$ cat config.mk
export PLATFORM = sky130hd
export DESIGN_NAME = register_file_mp
export DESIGN_NICKNAME = d
export VERILOG_FILES = /design/src/rtl/regfile_pkg.sv /design/src/rtl/regfile_init_ctrl.sv /design/src/rtl/register_file_mp.sv
export SDC_FILE = /design/constraint.sdc
export NUM_CORES = 2
export LEC_CHECK = 0
export BUFFER_PORTS_ARGS = -buffer_cell sky130_fd_sc_hd__buf_2
export CELL_PAD_IN_SITES_DETAIL_PLACEMENT = 0
export CELL_PAD_IN_SITES_GLOBAL_PLACEMENT = 1
export CORE_MARGIN = 5
export CORE_UTILIZATION = 45
export CTS_BUF_LIST = sky130_fd_sc_hd__clkbuf_8
export CTS_CLUSTER_DIAMETER = 100
export DETAILED_ROUTE_END_ITERATION = 7
export GPL_ROUTABILITY_DRIVEN = 1
export PLACE_DENSITY_LB_ADDON = 0.1
export REMOVE_ABC_BUFFERS = 1
export SYNTH_ARGS = -nofsm -noshare
export SYNTH_HDL_FRONTEND = slang
export SYNTH_SLANG_ARGS = --single-unit
export TNS_END_PERCENT = 100
$ cat constraint.sdc
create_clock -name clk -period 5.7 [get_ports clk]
set_input_delay 0 -clock clk [delete_from_list [all_inputs] [get_ports clk]]
set_output_delay 0 -clock clk [all_outputs]
set_load 0.02 [all_outputs]
$ cat src/rtl/regfile_pkg.sv
// Shared types and defaults for the multi-port register file.
package regfile_pkg;

  localparam int RF_DATA_W = 32;
  localparam int RF_ADDR_W = 5;

  typedef enum logic [1:0] {
    RF_IDLE,
    RF_INIT,
    RF_RUN
  } rf_state_t;

  // Low bit of port idx inside a flattened multi-port bus.
  function automatic int slice_lo(int idx, int width);
    return idx * width;
  endfunction

endpackage

$ cat src/rtl/regfile_init_ctrl.sv
// Post-reset clear sequencer: walks every register once, then opens the file for writes.
//
// state   | meaning
// --------+------------------------------------------------
// RF_IDLE | just reset, nothing cleared yet
// RF_INIT | clearing reg[init_ptr], one register per cycle
// RF_RUN  | array cleared, writes accepted (terminal)
module regfile_init_ctrl
  import regfile_pkg::*;
#(
  parameter int ADDR_W = RF_ADDR_W
) (
  input  logic              clk,
  input  logic              reset,
  output logic              clr_en,
  output logic [ADDR_W-1:0] clr_addr,
  output logic              ready,
  output logic              init_busy
);

  localparam logic [ADDR_W-1:0] LAST_PTR = '1;

  rf_state_t         state;
  logic [ADDR_W-1:0] init_ptr;

  assign clr_addr = init_ptr;

  always_ff @(posedge clk) begin
    if (reset) begin
      state     <= RF_IDLE;
      init_ptr  <= '0;
      clr_en    <= 1'b0;
      ready     <= 1'b0;
      init_busy <= 1'b0;
    end else begin
      case (state)
        RF_IDLE: begin
          state     <= RF_INIT;
          init_ptr  <= '0;
          clr_en    <= 1'b1;
          init_busy <= 1'b1;
        end
        RF_INIT: begin
          if (init_ptr == LAST_PTR) begin
            state     <= RF_RUN;
            clr_en    <= 1'b0;
            init_busy <= 1'b0;
            ready     <= 1'b1;
          end else begin
            init_ptr <= init_ptr + 1'b1;
          end
        end
        RF_RUN: begin
          state <= RF_RUN;
        end
        default: begin
          state     <= RF_IDLE;
          init_ptr  <= '0;
          clr_en    <= 1'b0;
          ready     <= 1'b0;
          init_busy <= 1'b0;
        end
      endcase
    end
  end

endmodule

$ cat src/rtl/register_file_mp.sv
// Multi-read, dual-write register file with hardware clear after reset.
// Optional write-first forwarding to the read ports when REGFILE_BYPASS_EN is defined.
module register_file_mp
  import regfile_pkg::*;
#(
  parameter int DATA_W   = RF_DATA_W,
  parameter int ADDR_W   = RF_ADDR_W,
  parameter int NUM_RD   = 2,
  parameter int ZERO_REG = 0
) (
  input  logic                     clk,
  input  logic                     reset,
  input  logic [NUM_RD*ADDR_W-1:0] rd_addr,
  output logic [NUM_RD*DATA_W-1:0] rd_data,
  input  logic                     wr0_en,
  input  logic [ADDR_W-1:0]        wr0_addr,
  input  logic [DATA_W-1:0]        wr0_data,
  input  logic                     wr1_en,
  input  logic [ADDR_W-1:0]        wr1_addr,
  input  logic [DATA_W-1:0]        wr1_data,
  output logic                     ready,
  output logic                     init_busy
);

  localparam int DEPTH = 2 ** ADDR_W;

  logic [DATA_W-1:0] mem [DEPTH];
  logic              clr_en;
  logic [ADDR_W-1:0] clr_addr;
  logic              wr0_ok;
  logic              wr1_ok;

  regfile_init_ctrl #(.ADDR_W(ADDR_W)) u_init_ctrl (
    .clk       (clk),
    .reset     (reset),
    .clr_en    (clr_en),
    .clr_addr  (clr_addr),
    .ready     (ready),
    .init_busy (init_busy)
  );

  assign wr0_ok = ready && wr0_en && !((ZERO_REG != 0) && (wr0_addr == '0));
  assign wr1_ok = ready && wr1_en && !((ZERO_REG != 0) && (wr1_addr == '0));

  // wr0 is dropped explicitly on a same-address collision so priority never
  // depends on NBA ordering.
  always_ff @(posedge clk) begin
    if (clr_en) begin
      mem[clr_addr] <= '0;
    end else begin
      if (wr0_ok && !(wr1_ok && (wr1_addr == wr0_addr)))
        mem[wr0_addr] <= wr0_data;
      if (wr1_ok)
        mem[wr1_addr] <= wr1_data;
    end
  end

  for (genvar i = 0; i < NUM_RD; i++) begin : g_rd
    logic [ADDR_W-1:0] addr;
    logic [DATA_W-1:0] data;

    assign addr = rd_addr[slice_lo(i, ADDR_W) +: ADDR_W];

    always_comb begin
      data = '0;
      if (ready && !((ZERO_REG != 0) && (addr == '0))) begin
`ifdef REGFILE_BYPASS_EN
        if (wr1_en && (wr1_addr == addr))
          data = wr1_data;
        else if (wr0_en && (wr0_addr == addr))
          data = wr0_data;
        else
          data = mem[addr];
`else
        data = mem[addr];
`endif
      end
    end

    assign rd_data[slice_lo(i, DATA_W) +: DATA_W] = data;
  end

endmodule

==> results.tsv <==
metric	value	unit
rsz0062_at_grt	no	
clock_latency	0.94	ns
top_layer	met4	
hpwlAfterDp	128000	µm
cts_tree	yes	
pwr_density_cell	248	nW/µm²
tightest_slew	1.36	ns
min_period	3.96	ns
synth_area_leaders	edfxtp_1, mux4_2, o21ai_0, mux2_2, nand2_1	
synth_most_common_cell	edfxtp_1	
port_buffers	153	
die_w	373	µm
cts_buffer_depth	3	
grt_pass1_wl	307000	µm
hp-class	in -> reg	
met2_length	101000	µm
swShare	0.259	
synth-edff-count	1024	
status	finished clean	
wl_met3	22300	µm
ant_nets	0	
syn-cell-area	59300	µm²
start_util	0.452	
path_clk_slew	0.06	ns
gp_congestion	0.845	
drtIter0Drc	5483	
grt_max_degree	74	
fp.dieH	373	µm
fmax	0.253	GHz
drv_slew	0	
ys_warn_count	0	
ioPinCount	154	
core	131000	µm²
p_sw	4.22	mW
cts-buffers-inserted	188	
rows	133	
setup_slack	1.74	ns
dr.pass1.iters	6	
post_drt_wl_per_cell	34.1	µm
routed_wl	219000	µm
post_cts_resized	0	
wl_met1	88400	µm
synth_top_flop_cell	edfxtp_1	
crit_type	reg -> reg	
pwr-share-seq	0.515	
postCtsSetupBuffers	0	
ys_seq_area_frac	0.522	
die-area	139000	µm²
ir_worst_vdd	0.183	mV
via_per_inst	6.50	
cts_root_buf	clkbuf_8	
globalRoute.totalOverflow	0	
antenna_found_initial	2	
final_util	0.500	
htree_levels	4	
leakagePower	19.9	nW
setup_violations	0	
hold_violations	0	
nNetsFinal	4602	
slew_headroom	0.0893	
ys_ff_latch	1033	
p_int	12.0	mW
vias	41700	
required	6.28	ns
pwr-share-clk	0.406	
area_growth	10.6	%
clock-sinks	1033	
yosys-top-cells-count	edfxtp_1, nand2_1, o21ai_0	
drv_cap	0	
ys_async_sr_fraction	0	
grt_pass1_vias	40500	
worst_setup_path_start_kind	flip-flop	
avgSynthCellArea	13.0	µm²
route.detailed.drc	0	
critPathCaptureType	flip-flop	
dp.cells	6004	
drive_above_1_share	0.303	
yosysUniqueCellTypes	50	
crit_arrival	4.54	ns
cp_max_fo	30	
fin_cells	6416	
finalClockSkew	0.0632	ns
combPwrFrac	0.079	
track_usage	0.308	
preCtsSetupSlack	1.84	ns
finalCritPeriodShare	0.694	
synth_top_cell_by_area	edfxtp_1	
p_total	16.3	mW
synthCells	4565	
synth_top_area_frac	0.519	
## registers in the layout, summed over array words and instances, names as in the netlist
signal and cells:
u_init_ctrl.state 2, u_init_ctrl.ready 1, u_init_ctrl.clr_addr 5, u_init_ctrl.clr_en 1, mem 1024
## cells in the final DEF, fill, tap and decap left out, types with 10 or more instances in the layout
| master | netlist | final |
|---|---|---|
| edfxtp_1 | 1024 | 1024 |
| nand2_1 | 815 | 812 |
| o21ai_0 | 803 | 795 |
| mux4_2 | 547 | 547 |
| mux2_2 | 294 | 294 |
| clkbuf_8 | 0 | 188 |
| buf_2 | 104 | 146 |
| buf_4 | 3 | 100 |
| nor2_1 | 97 | 81 |
| inv_1 | 7 | 75 |
| dlygate4sd3_1 | 0 | 70 |
| mux2i_1 | 58 | 58 |
| o22ai_1 | 72 | 56 |
| clkinv_1 | 0 | 43 |
| o221ai_1 | 40 | 40 |
| nor4_1 | 30 | 30 |
| and2_1 | 28 | 27 |
| a22o_1 | 26 | 26 |
| clkinv_2 | 0 | 23 |
| nor3_1 | 25 | 17 |
| nor2_4 | 0 | 16 |
| o22ai_4 | 0 | 16 |
| a211oi_1 | 14 | 14 |
| a21oi_1 | 10 | 10 |
## power groups by stage
stage / logic (mW) / registers, mW / clock network, mW
finish: 1.28 / 8.38 / 6.61
global route: 1.33 / 8.39 / 7.04
CTS: 1.27 / 8.38 / 6.69
detailed placement: 1.24 / 8.54 / 0
global placement: 1.23 / 8.53 / 0
floorplan: 0.538 / 8.53 / 0
## per-layer routing
metal | GRT usage | vias to the layer above
met4 | 0.0974 | 0
met1 | 0.432 | 21300
met3 | 0.0687 | 408
met5 | 0 | -
li1 | - | 17600
met2 | 0.484 | 2440
## timing repair
item / 4_1_cts / 5_1_grt
setup endpoints to repair: 0 / 0
endpoints found under the hold margin: 1051 / 0
hold buffers: 70 / 0
## final timing paths
path | start | endpoint | slack (ns) | cells after the start
hold reg to reg | u_init_ctrl.state[1] | u_init_ctrl.state[1] | 0.54 | 2
hold / removal | wr0_data[20] | mem[30][20] | 0.09 | 3
setup reg to reg | u_init_ctrl.ready | mem[7][27] | 1.74 | 6
setup / recovery | u_init_ctrl.ready | mem[7][27] | 1.74 | 6
## metrics by stage
step	hold WS (ns)	setup TNS (ns)	instance area, µm²
CTS	0.00929	0	65600
global route	0.0743	0	65600
finish	0.0930	0	65600
floorplan	0.0691	-270.98	57000
global placement	0.317	0	61500
detailed placement	0.319	0	61500
## worst max-delay path, cell delays in order, from the launching register on
cell	delay, ns
dfxtp_4	0.49
buf_4	0.46
and3b_1	0.40
nor3_1	0.09
nor3_1	1.09
o22ai_4	0.54
buf_4	0.43
## area by class of cell
class | instances | area (µm²)
fill | 11300 | 65700
sequential | 1033 | 30900
multi-input combinational | 2950 | 26700
clock buffer | 188 | 2590
timing repair buffer | 329 | 2410
tap | 1755 | 2200
clock inverter | 153 | 793
inverter | 7 | 26.3
antenna | 1 | 2.50
## cells by family after synthesis
kind of cell	after synthesis	synth area share
DFF	1033	0.522
adders and majority gates	5	0.00105
xor gates and xnor gates	5	0.000739
buffers and inverters	582	0.0396
AOI/OAI and AO/OA	984	0.0905
muxes	899	0.273
and+or+nand+nor	1057	0.0732
Note: power is estimated with default switching activity, not from simulation.
